File: src/rtl/uart_cfg_if.sv
// Host-side byte port of uart_cfg: TX push, RX pop and line status.
interface uart_cfg_if;
  logic       wr_uart;
  logic [7:0] data_in;
  logic       tx_full;
  logic       rd_uart;
  logic [7:0] data_out;
  logic       rx_empty;
  logic [7:0] data_LSR;

  modport master (output wr_uart, data_in, rd_uart,
                  input  tx_full, data_out, rx_empty, data_LSR);
  modport slave  (input  wr_uart, data_in, rd_uart,
                  output tx_full, data_out, rx_empty, data_LSR);
endinterface

File: src/rtl/uart_cfg.sv
// Configurable UART with per-direction FIFOs and a sticky line status register.
// Parity generation/checking is compiled in only when UART_PARITY_EN is defined.
module uart_cfg #(
  parameter int unsigned CLK_FREQ   = 50000000,
  parameter int unsigned BAUD       = 9600,
  parameter int unsigned DATA_BITS  = 8,
  parameter int unsigned PARITY     = 0,
  parameter int unsigned STOP_BITS  = 1,
  parameter int unsigned FIFO_DEPTH = 16
) (
  input  logic      clock,
  input  logic      reset,
  input  logic      rx,
  output logic      tx,
  uart_cfg_if.slave bus
);
  localparam int unsigned DIV      = CLK_FREQ / (BAUD * 16);
  localparam int unsigned DivW     = (DIV > 1) ? $clog2(DIV) : 1;
  localparam logic [DivW-1:0] DivLast = DivW'(DIV - 1);
  localparam int unsigned AW       = $clog2(FIFO_DEPTH);
  localparam logic [7:0]  DataMask = 8'((1 << DATA_BITS) - 1);
  localparam logic [2:0]  LastData = 3'(DATA_BITS - 1);
  localparam logic [2:0]  LastStop = 3'(STOP_BITS - 1);
  localparam int unsigned RxAlign  = 8 - DATA_BITS;

  // Empty marker block: elaborates only for out-of-range parameter sets.
  if (DATA_BITS < 5 || DATA_BITS > 8 || PARITY > 2 || STOP_BITS < 1 || STOP_BITS > 2 ||
      FIFO_DEPTH < 2) begin : g_illegal_cfg
  end

  typedef enum logic [2:0] {
    TxIdle, TxStart, TxData,
`ifdef UART_PARITY_EN
    TxParity,
`endif
    TxStop
  } tx_state_e;

  typedef enum logic [2:0] {
    RxIdle, RxStart, RxData,
`ifdef UART_PARITY_EN
    RxParity,
`endif
    RxStop, RxBreak
  } rx_state_e;

  logic [DivW-1:0] r_div_cnt;
  logic            w_tick;
  assign w_tick = (r_div_cnt == DivLast);

  always_ff @(posedge clock or posedge reset) begin
    if (reset)       r_div_cnt <= '0;
    else if (w_tick) r_div_cnt <= '0;
    else             r_div_cnt <= r_div_cnt + 1'b1;
  end

  // TX FIFO; the extra pointer bit separates full from empty.
  logic [7:0] r_txf_mem [FIFO_DEPTH];
  logic [AW:0] r_txf_wp, r_txf_rp;
  logic w_txf_full, w_txf_empty, w_txf_push, w_txf_pop;
  assign w_txf_empty = (r_txf_wp == r_txf_rp);
  assign w_txf_full  = (r_txf_wp == {~r_txf_rp[AW], r_txf_rp[AW-1:0]});
  assign w_txf_push  = bus.wr_uart && !w_txf_full;

  always_ff @(posedge clock) begin
    if (w_txf_push) r_txf_mem[r_txf_wp[AW-1:0]] <= bus.data_in;
  end

  always_ff @(posedge clock or posedge reset) begin
    if (reset) begin
      r_txf_wp <= '0;
      r_txf_rp <= '0;
    end else begin
      if (w_txf_push) r_txf_wp <= r_txf_wp + 1'b1;
      if (w_txf_pop)  r_txf_rp <= r_txf_rp + 1'b1;
    end
  end

  tx_state_e  r_tx_state, w_tx_state_d;
  logic [3:0] r_tx_tick, w_tx_tick_d;
  logic [2:0] r_tx_bit, w_tx_bit_d;
  logic [7:0] r_tx_shift, w_tx_shift_d;
  logic       w_tx_load;

  always_comb begin
    w_tx_state_d = r_tx_state;
    w_tx_tick_d  = r_tx_tick;
    w_tx_bit_d   = r_tx_bit;
    w_tx_shift_d = r_tx_shift;
    w_tx_load    = 1'b0;
    w_txf_pop    = 1'b0;
    if (w_tick) begin
      if (r_tx_state == TxIdle) begin
        w_tx_load = !w_txf_empty;
      end else if (r_tx_tick != 4'd15) begin
        w_tx_tick_d = r_tx_tick + 4'd1;
      end else begin
        w_tx_tick_d = 4'd0;
        case (r_tx_state)
          TxStart: begin
            w_tx_state_d = TxData;
            w_tx_bit_d   = 3'd0;
          end
          TxData: begin
            if (r_tx_bit == LastData) begin
              w_tx_bit_d = 3'd0;
`ifdef UART_PARITY_EN
              w_tx_state_d = (PARITY != 0) ? TxParity : TxStop;
`else
              w_tx_state_d = TxStop;
`endif
            end else begin
              w_tx_bit_d   = r_tx_bit + 3'd1;
              w_tx_shift_d = {1'b0, r_tx_shift[7:1]};
            end
          end
`ifdef UART_PARITY_EN
          TxParity: w_tx_state_d = TxStop;
`endif
          TxStop: begin
            if (r_tx_bit != LastStop)  w_tx_bit_d = r_tx_bit + 3'd1;
            else if (!w_txf_empty)     w_tx_load = 1'b1;
            else                       w_tx_state_d = TxIdle;
          end
          default: w_tx_state_d = TxIdle;
        endcase
      end
    end
    // Loading from Idle or straight out of the last stop bit chains frames without a gap.
    if (w_tx_load) begin
      w_txf_pop    = 1'b1;
      w_tx_state_d = TxStart;
      w_tx_tick_d  = 4'd0;
      w_tx_shift_d = r_txf_mem[r_txf_rp[AW-1:0]] & DataMask;
    end
  end

  always_ff @(posedge clock or posedge reset) begin
    if (reset) begin
      r_tx_state <= TxIdle;
      r_tx_tick  <= '0;
      r_tx_bit   <= '0;
      r_tx_shift <= '0;
    end else begin
      r_tx_state <= w_tx_state_d;
      r_tx_tick  <= w_tx_tick_d;
      r_tx_bit   <= w_tx_bit_d;
      r_tx_shift <= w_tx_shift_d;
    end
  end

`ifdef UART_PARITY_EN
  logic r_tx_par;
  always_ff @(posedge clock or posedge reset) begin
    if (reset)          r_tx_par <= 1'b0;
    else if (w_tx_load) r_tx_par <= (PARITY == 1) ? ~^w_tx_shift_d : ^w_tx_shift_d;
  end
`endif

  always_comb begin
    tx = 1'b1;
    case (r_tx_state)
      TxStart:  tx = 1'b0;
      TxData:   tx = r_tx_shift[0];
`ifdef UART_PARITY_EN
      TxParity: tx = r_tx_par;
`endif
      default:  tx = 1'b1;
    endcase
  end

  logic r_rx_s1, r_rx_s2, r_rx_s3;
  always_ff @(posedge clock or posedge reset) begin
    if (reset) begin
      r_rx_s1 <= 1'b1;
      r_rx_s2 <= 1'b1;
      r_rx_s3 <= 1'b1;
    end else begin
      r_rx_s1 <= rx;
      r_rx_s2 <= r_rx_s1;
      r_rx_s3 <= r_rx_s2;
    end
  end

  rx_state_e  r_rx_state, w_rx_state_d;
  logic [3:0] r_rx_tick, w_rx_tick_d;
  logic [2:0] r_rx_bit, w_rx_bit_d;
  logic [7:0] r_rx_shift, w_rx_shift_d;
  logic [7:0] w_rx_char;
  logic       w_rx_done, w_rx_break, w_par_ok, w_par_zero;

  assign w_rx_char  = r_rx_shift >> RxAlign;
  assign w_rx_break = w_par_zero && (w_rx_char == 8'd0) && !r_rx_s2;

`ifdef UART_PARITY_EN
  logic r_rx_par, w_rx_par_d;
  assign w_par_ok   = (PARITY == 0) ||
                      (r_rx_par == ((PARITY == 1) ? ~^w_rx_char : ^w_rx_char));
  assign w_par_zero = (PARITY == 0) || !r_rx_par;
  always_ff @(posedge clock or posedge reset) begin
    if (reset) r_rx_par <= 1'b0;
    else       r_rx_par <= w_rx_par_d;
  end
`else
  assign w_par_ok   = 1'b1;
  assign w_par_zero = 1'b1;
`endif

  always_comb begin
    w_rx_state_d = r_rx_state;
    w_rx_tick_d  = r_rx_tick;
    w_rx_bit_d   = r_rx_bit;
    w_rx_shift_d = r_rx_shift;
    w_rx_done    = 1'b0;
`ifdef UART_PARITY_EN
    w_rx_par_d   = r_rx_par;
`endif
    case (r_rx_state)
      RxIdle: begin
        if (r_rx_s3 && !r_rx_s2) begin
          w_rx_state_d = RxStart;
          w_rx_tick_d  = 4'd0;
        end
      end
      RxStart: begin
        if (w_tick) begin
          if (r_rx_tick == 4'd7) begin
            w_rx_tick_d  = 4'd0;
            w_rx_bit_d   = 3'd0;
            w_rx_state_d = r_rx_s2 ? RxIdle : RxData;
          end else begin
            w_rx_tick_d = r_rx_tick + 4'd1;
          end
        end
      end
      RxBreak: if (r_rx_s2) w_rx_state_d = RxIdle;
      default: begin
        if (w_tick) begin
          if (r_rx_tick != 4'd15) begin
            w_rx_tick_d = r_rx_tick + 4'd1;
          end else begin
            w_rx_tick_d = 4'd0;
            if (r_rx_state == RxData) begin
              w_rx_shift_d = {r_rx_s2, r_rx_shift[7:1]};
              w_rx_bit_d   = r_rx_bit + 3'd1;
              if (r_rx_bit == LastData) begin
`ifdef UART_PARITY_EN
                w_rx_state_d = (PARITY != 0) ? RxParity : RxStop;
`else
                w_rx_state_d = RxStop;
`endif
              end
`ifdef UART_PARITY_EN
            end else if (r_rx_state == RxParity) begin
              w_rx_par_d   = r_rx_s2;
              w_rx_state_d = RxStop;
`endif
            end else begin
              w_rx_done    = 1'b1;
              w_rx_state_d = w_rx_break ? RxBreak : RxIdle;
            end
          end
        end
      end
    endcase
  end

  always_ff @(posedge clock or posedge reset) begin
    if (reset) begin
      r_rx_state <= RxIdle;
      r_rx_tick  <= '0;
      r_rx_bit   <= '0;
      r_rx_shift <= '0;
    end else begin
      r_rx_state <= w_rx_state_d;
      r_rx_tick  <= w_rx_tick_d;
      r_rx_bit   <= w_rx_bit_d;
      r_rx_shift <= w_rx_shift_d;
    end
  end

  logic [7:0] r_rxf_mem [FIFO_DEPTH];
  logic [AW:0] r_rxf_wp, r_rxf_rp;
  logic w_rxf_full, w_rxf_empty, w_rxf_push, w_rxf_pop, w_overrun;
  assign w_rxf_empty = (r_rxf_wp == r_rxf_rp);
  assign w_rxf_full  = (r_rxf_wp == {~r_rxf_rp[AW], r_rxf_rp[AW-1:0]});
  assign w_rxf_pop   = bus.rd_uart && !w_rxf_empty;
  // A pop on the same edge frees the slot, so a full FIFO can still accept.
  assign w_rxf_push  = w_rx_done && (!w_rxf_full || w_rxf_pop);
  assign w_overrun   = w_rx_done && w_rxf_full && !w_rxf_pop;

  always_ff @(posedge clock) begin
    if (w_rxf_push) r_rxf_mem[r_rxf_wp[AW-1:0]] <= w_rx_char;
  end

  logic [7:0] r_data_out;
  logic       r_lsr_oe, r_lsr_pe, r_lsr_fe, r_lsr_bi;

  always_ff @(posedge clock or posedge reset) begin
    if (reset) begin
      r_rxf_wp   <= '0;
      r_rxf_rp   <= '0;
      r_data_out <= '0;
      r_lsr_oe   <= 1'b0;
      r_lsr_pe   <= 1'b0;
      r_lsr_fe   <= 1'b0;
      r_lsr_bi   <= 1'b0;
    end else begin
      if (w_rxf_push) r_rxf_wp <= r_rxf_wp + 1'b1;
      if (w_rxf_pop) begin
        r_rxf_rp   <= r_rxf_rp + 1'b1;
        r_data_out <= r_rxf_mem[r_rxf_rp[AW-1:0]];
      end
      r_lsr_oe <= (r_lsr_oe && !w_rxf_pop) || w_overrun;
      r_lsr_pe <= (r_lsr_pe && !w_rxf_pop) || (w_rx_done && !w_par_ok);
      r_lsr_fe <= (r_lsr_fe && !w_rxf_pop) || (w_rx_done && !r_rx_s2);
      r_lsr_bi <= (r_lsr_bi && !w_rxf_pop) || (w_rx_done && w_rx_break);
    end
  end

  assign bus.tx_full  = w_txf_full;
  assign bus.rx_empty = w_rxf_empty;
  assign bus.data_out = r_data_out;
  assign bus.data_LSR = {1'b0, (r_tx_state == TxIdle) && w_txf_empty, w_txf_empty,
                         r_lsr_bi, r_lsr_fe, r_lsr_pe, r_lsr_oe, !w_rxf_empty};
endmodule

File: src/flat_wrapper.sv
// flat-port wrapper written by rule: the top's interface ports become plain ports
module uart_cfg_flat 
#(
  parameter int unsigned CLK_FREQ   = 50000000,
  parameter int unsigned BAUD       = 9600,
  parameter int unsigned DATA_BITS  = 8,
  parameter int unsigned PARITY     = 0,
  parameter int unsigned STOP_BITS  = 1,
  parameter int unsigned FIFO_DEPTH = 16
)
  (clock, reset, rx, tx, bus_wr_uart, bus_data_in, bus_rd_uart, bus_tx_full, bus_data_out, bus_rx_empty, bus_data_LSR);
  uart_cfg_if bus_i ();
  input  logic clock;
  input  logic reset;
  input  logic rx;
  output logic tx;
  input wire logic [$bits(bus_i.wr_uart)-1:0] bus_wr_uart;
  input wire logic [$bits(bus_i.data_in)-1:0] bus_data_in;
  input wire logic [$bits(bus_i.rd_uart)-1:0] bus_rd_uart;
  output wire logic [$bits(bus_i.tx_full)-1:0] bus_tx_full;
  output wire logic [$bits(bus_i.data_out)-1:0] bus_data_out;
  output wire logic [$bits(bus_i.rx_empty)-1:0] bus_rx_empty;
  output wire logic [$bits(bus_i.data_LSR)-1:0] bus_data_LSR;
  assign bus_i.wr_uart = bus_wr_uart;
  assign bus_i.data_in = bus_data_in;
  assign bus_i.rd_uart = bus_rd_uart;
  assign bus_tx_full = bus_i.tx_full;
  assign bus_data_out = bus_i.data_out;
  assign bus_rx_empty = bus_i.rx_empty;
  assign bus_data_LSR = bus_i.data_LSR;
  uart_cfg #(.CLK_FREQ(CLK_FREQ), .BAUD(BAUD), .DATA_BITS(DATA_BITS), .PARITY(PARITY), .STOP_BITS(STOP_BITS), .FIFO_DEPTH(FIFO_DEPTH)) u_core (.clock(clock), .reset(reset), .rx(rx), .tx(tx), .bus(bus_i));
endmodule
File: config.mk
export PLATFORM = sky130hd
export DESIGN_NAME = uart_cfg_flat
export DESIGN_NICKNAME = d
export VERILOG_FILES = /design/src/rtl/uart_cfg_if.sv /design/src/rtl/uart_cfg.sv /design/src/flat_wrapper.sv
export SDC_FILE = /design/constraint.sdc
export NUM_CORES = 1
export LEC_CHECK = 0
export ABC_CLOCK_PERIOD_IN_PS = 2500
export BUFFER_PORTS_ARGS = -buffer_cell sky130_fd_sc_hd__buf_2
export CAP_MARGIN = 5
export CORE_MARGIN = 5
export CORE_UTILIZATION = 40
export CTS_BUF_LIST = sky130_fd_sc_hd__clkbuf_2
export CTS_CLUSTER_DIAMETER = 150
export DETAILED_ROUTE_END_ITERATION = 8
export SETUP_SLACK_MARGIN = 0.15
export SYNTH_ARGS = -nofsm -noshare
export SYNTH_HDL_FRONTEND = slang
export SYNTH_SLANG_ARGS = --single-unit
export TNS_END_PERCENT = 5
File: constraint.sdc
create_clock -name clock -period 2.5 [get_ports clock]
set_input_delay 0.125 -clock clock [delete_from_list [all_inputs] [get_ports clock]]
set_output_delay 0.125 -clock clock [all_outputs]
set_load 0.01 [all_outputs]
Word level (Yosys, flattened, before mapping)
Memories as Yosys holds them, arrays and structs flattened. A register that Yosys moved wholly into a read port is not among the register bits. Cells that the tools add are included.

Output and inout port bits: 19. Bits in writable memories: 256. Memories kept: 2. Bits in registers: 72.

Memories: u_core.r_rxf_mem (depth 16, width 8, read ports 1, clocked after memory_dff 1, wr ports 1, RTL line uart_cfg.sv:282) `logic [7:0] r_rxf_mem [FIFO_DEPTH];`; u_core.r_txf_mem (depth 16, width 8, read ports 1, clocked after memory_dff 0, wr ports 1, RTL line uart_cfg.sv:58) `logic [7:0] r_txf_mem [FIFO_DEPTH];`.

Equality and inequality tests: 30. Reduce and logical (&&, ||, !) cells: 44. Bitwise logic cells: 8. Add/sub/neg operators: 9. Mux-type cells: 61.

Operators by type and width (count): 3-bit two-way mux (23); 8-bit two-way mux (6); 4-bit two-way mux (9); 3-bit one-hot mux with 3 select lines (3); 5-bit by 1-bit adder with 5-bit output, second input constant (4); 5-bit == test (4); 2-bit by 1-bit != test with 1-bit output, second input constant (8); 1-bit two-way mux (15); 5-bit AND reduction (3); 1-bit logical AND (14); 4-bit != test, second input constant (3); 4-bit one-hot mux with 3 select lines (1); 9-bit by 1-bit adder with 9-bit output, second input constant (1); 3-bit by 2-bit == test with 1-bit output, second input constant (3); 3-bit == test, second input constant (3); 9-bit == test, second input constant (1); 9-bit two-way mux (1); 3-bit nonzero test (3); 4-bit by 1-bit adder with 4-bit output, second input constant (2); 8-bit logical NOT (1); 1-bit inverter (8); 4-bit AND reduction (2); 2-bit nonzero test (4); 7-bit AND reduction (1); other kinds (17) (29).

Logic depth before layout (Yosys ltp)
Word-level depth: 9. Gate-level depth with buffers: 8. Gate-level depth less buffers: 7.

Least setup slack after synthesis
No wires, ideal clock.

Kind: register to register. Start: reg u_core.r_div_cnt[0]. End: mem u_core.r_rxf_mem[3][0], enable pin. Buffers on the path: 1. Setup time: 0.383 ns. Period minus slack after synthesis: 2.395 ns. Setup slack: 0.105 ns. Stages on the path, launching flop included: 9. Arrival time: 2.012 ns. Data required time: 2.117 ns. Cell sequence: dfrtp_1 inv_1 ha_1 nor4b_4 nand4_1 a21oi_1 buf_2 nand2_1 nor3_1.

Cells in the longest elaborated chain, start to end: 6.

RTL lines: start: declaration (RTL line uart_cfg.sv:47) `logic [DivW-1:0] r_div_cnt;`; start signal: assignment (RTL line uart_cfg.sv:54) `else r_div_cnt <= r_div_cnt + 1'b1;`; 9-bit == test (RTL line uart_cfg.sv:49) `assign w_tick = (r_div_cnt == DivLast);`; 1-bit two-way mux (RTL line uart_cfg.sv:238) `if (w_tick) begin`; 1-bit two-way mux (RTL line uart_cfg.sv:218) `case (r_rx_state)`; 1-bit logical AND (RTL line uart_cfg.sv:289) `assign w_rxf_push = w_rx_done && (!w_rxf_full || w_rxf_pop);`; 1-bit two-way mux (RTL line uart_cfg.sv:293) `if (w_rxf_push) r_rxf_mem[r_rxf_wp[AW-1:0]] <= w_rx_char;`; 1-bit two-way mux (not written as such) (RTL line uart_cfg.sv:293); end: declaration (RTL line uart_cfg.sv:282).

No other way between the ends.

Final worst setup path
Start: reg u_core.r_div_cnt[0]. End: mem u_core.r_rxf_mem[8][2], enable pin.

The elaborated chain is that of the path after synthesis.

==> metrics.yaml <==
run_status:
  status: "finished, final reports clean"
synth:
  ys_ff_latch: 335
  ys_types: 59
  async_flop_share_pct: 23.58
  ys_warn_count: 0
  synth_area_sq_um: 13810
  syn_avg_cell_area_sq_um: 16.88
  synth-edff-count: 256
  synth-main-ff-cell: "edfxtp_1"
  synthCells: 818
  seq_area_frac_synth_pct: 70.02
  syn_nets: 854
global_routing:
  grt_max_degree: 44
  antenna_found_initial: 1
  grt_usage_pct: 15.46
  grt_pass1_vias: 7979
  grt_pass1_wl_um: 45680
  grt_overflow: 0
pwr:
  internal-power_mw: 8.347
  switching_share_pct: 25.92
  seqPwrFrac_pct: 56.3
  ir_worst_vdd_mv: 0.4867
  totalPowerFinal_mw: 11.27
  pwr-share-comb_pct: 9.0
  p_sw_mw: 2.920
  clkPwrFrac_pct: 34.7
  power_density_nw_per_um2: 712.4
  p_leak_nw: 6.341
hold_path:
  hold_start: "bus_rd_uart"
  hp-class: "in -> reg"
  worstHoldPathCells: 5
  hold_end: "u_core.r_rxf_rp[1]"
critical_path:
  crit_path_max_incr_delay_ns: 0.43
  cp_data_arrival_time_ns: 2.89
  path_cells: "inv_1 -> ha_1 -> nor4b_4 -> nand4_1 -> a21oi_1 -> buf_4 -> and3_1"
  reg2reg_slack_ns: 0.20
  required_ns: 3.09
  worstSetupPathType: "reg -> reg"
  rr_worst_depth: 7
  end_kind: "flop"
  rr_startpoint: "u_core.r_div_cnt[0]"
  worst_path_max_delay_cell: "dfrtp_1"
  timing.rr.end: "u_core.r_rxf_mem[8][2]"
  cp-start-kind: "flop"
  critPathMaxFanout: 12
place:
  hpwl_um: 18370
  numPortBuffers: 30
  dp.cells: 1306
  place.gp.congestion: 0.7673
  postPlaceCellArea_sq_um: 14710
drt:
  wl_met1_um: 12650
  drt_first_pass_iters: 5
  routedWlPerCell_um: 19.69
  dr_wl_met3_um: 1807
  vias_per_cell: 5.114
  wl_um: 29220
  antenna_left: 0
  route.top_layer_used: "met4"
  met2_length_um: 14090
  vias: 7589
  drc: 0
  drt_iter0_drc: 424
cells_and_area:
  stdcell_area_sq_um: 15820
  final_cells: 1484
  drive_above_1_share_pct: 30.96
  fillers: 2994
  final-seq-area_sq_um: 9672
  multi_input_area_sq_um: 3892
  mostFrequentLayoutCells: "edfxtp_1, clkbuf_2, dfrtp_1"
  area_growth_pct: 14.55
  final_common_cell: "edfxtp_1"
  final_nets: 996
timing:
  period_needed_ns: 2.302
  tns_ns: 0
  slew_headroom_pct: 49.75
  finalCritPeriodShare_pct: 92.10
  setup_viol: 0
  hold_violations: 0
  fin_skew_ns: 0.07420
  finalMaxSlewViolations: 0
  tightest_slew_ns: 0.7538
  fmax_mhz: 434.3
  rsz0062_at_grt: "yes"
floorplan:
  core.rowCount: 68
  pin_count: 32
  start_util_pct: 40.27
  die_h_um: 195.8
  fp.coreArea_sq_um: 34290
  die_w_um: 195.8
  die-area_sq_um: 38330
clock_network:
  cts_root_buf: "clkbuf_2"
  clockBufferDepth: 3
  clkTransAtPathRegs_ns: 0.12
  cts_htree_levels: 3
  worst_skew_pair.late_latency_ns: 0.97
  cts_sinks: 335
  cts_buffers: 86
  cts_tree: "done"
job:
  maxCapViolations: 0
==> metrics by stage <==
stage	util [%]	hold WS, ns	setup WS (ns)
after floorplan	-	0.1295	0.1866
after detailed placement	42.91	0.2315	0.1690
after global placement	42.91	0.2312	0.1769
final	46.13	0.1241	0.1976
after global routing	46.13	0.01484	0.01242
after CTS	45.98	0.002751	0.09350
==> critical path, delay by kind of cell, from the launching register on <==
family / cells / cell delay, ns
flops: 1 / 0.43
buf+inv: 2 / 0.29
compound gates: 1 / 0.23
fa+ha+maj: 1 / 0.13
simple gates: 3 / 0.88
==> repair_timing <==
item | CTS | global route
resized for setup | 4 | 12
endpoints found under the setup margin | 30 | 140
hold buffers | 20 | 0
endpoints found under the hold margin | 238 | 0
buffers inserted | 1 | 0
pin swaps | 1 | 0
==> worst max-delay path by stage <==
| stage | from | end | slack [ns] |
|---|---|---|---|
| 2_1_floorplan | u_core.r_txf_rp[1] | u_core.r_txf_mem[3][0] | 0.19 |
| 3_3_place_gp | u_core.r_div_cnt[0] | u_core.r_rxf_mem[12][2] | 0.18 |
| 3_5_place_dp | u_core.r_div_cnt[0] | u_core.r_rxf_mem[12][2] | 0.17 |
| 4_1_cts | u_core.r_rxf_rp[2] | bus_rx_empty | 0.09 |
| 5_1_grt | u_core.r_div_cnt[0] | u_core.r_rxf_mem[9][4] | 0.01 |
| 6_report | u_core.r_div_cnt[0] | u_core.r_rxf_mem[8][2] | 0.20 |
==> routing by layer <==
metal,up-vias,global-route usage [%]
met5,-,0
met4,0,5.612
met3,52,4.293
met2,228,24.38
met1,3790,20.71
li1,3519,-
==> power by group through the flow <==
stage               clock network, mW  registers (mW)  logic (mW)
floorplan                           0            6.44       0.633
global placement                    0            6.47       0.983
detailed placement                  0            6.47       0.990
CTS                              4.08            6.35        1.02
global route                     4.36            6.37        1.12
finish                           3.91            6.35        1.01
==> final cells by class <==
cell class | instances | share of cell area (%)
Sequential cell | 335 | 61.15
Antenna cell | 5 | 0.07911
Timing Repair Buffer | 101 | 4.794
Inverter | 19 | 0.4588
Multi-Input combinational cell | 417 | 24.61
Tap cell | 455 | 3.599
Clock inverter | 32 | 1.511
Clock buffer | 120 | 3.797
==> Yosys cell counts (all sizes together) (2+ instances only) <==
master / n / share of area (%)
a21oi: 20 / 0.72
dfrtp: 76 / 14
or4: 2 / 0.14
dfstp: 3 / 0.57
and2: 6 / 0.27
mux4: 64 / 10
o21ai: 21 / 0.76
nand4: 9 / 0.45
ha: 23 / 2.1
inv: 19 / 0.52
a21o: 9 / 0.49
nor2b: 8 / 0.36
nor3: 6 / 0.22
mux2: 9 / 0.73
nand3: 17 / 0.62
edfxtp: 256 / 56
a22o: 3 / 0.19
o22ai: 2 / 0.091
o211a: 2 / 0.14
and3: 29 / 1.3
nand2: 37 / 1.0
xor2: 10 / 0.63
a31o: 2 / 0.13
nor2: 39 / 1.1
o211ai: 4 / 0.22
buf: 22 / 0.95
a22oi: 32 / 1.7
xnor2: 26 / 1.6
clkbuf: 25 / 0.69
nand2b: 6 / 0.27
mux2i: 10 / 0.72
==> flip-flops by register name (all words and copies together), names as in the netlist, 8 cells and up <==
name and cells:
u_core.r_tx_shift 8, u_core.r_div_cnt 9, u_core.r_txf_mem 128, u_core.r_rxf_mem 128, u_core.bus.data_out 8, u_core.r_rx_shift 8
==> logic make-up after synthesis <==
kind of cell / count (synthesis) / synth area share, %
xor+xnor: 36 / 2.284
fa+ha+maj: 24 / 2.157
simple gates: 167 / 6.289
buf+inv: 66 / 2.157
mux: 83 / 11.90
compound gates: 106 / 5.166
other cells: 1 / 0.02716
flops: 335 / 70.02
Power figures use the tool's default switching activity.
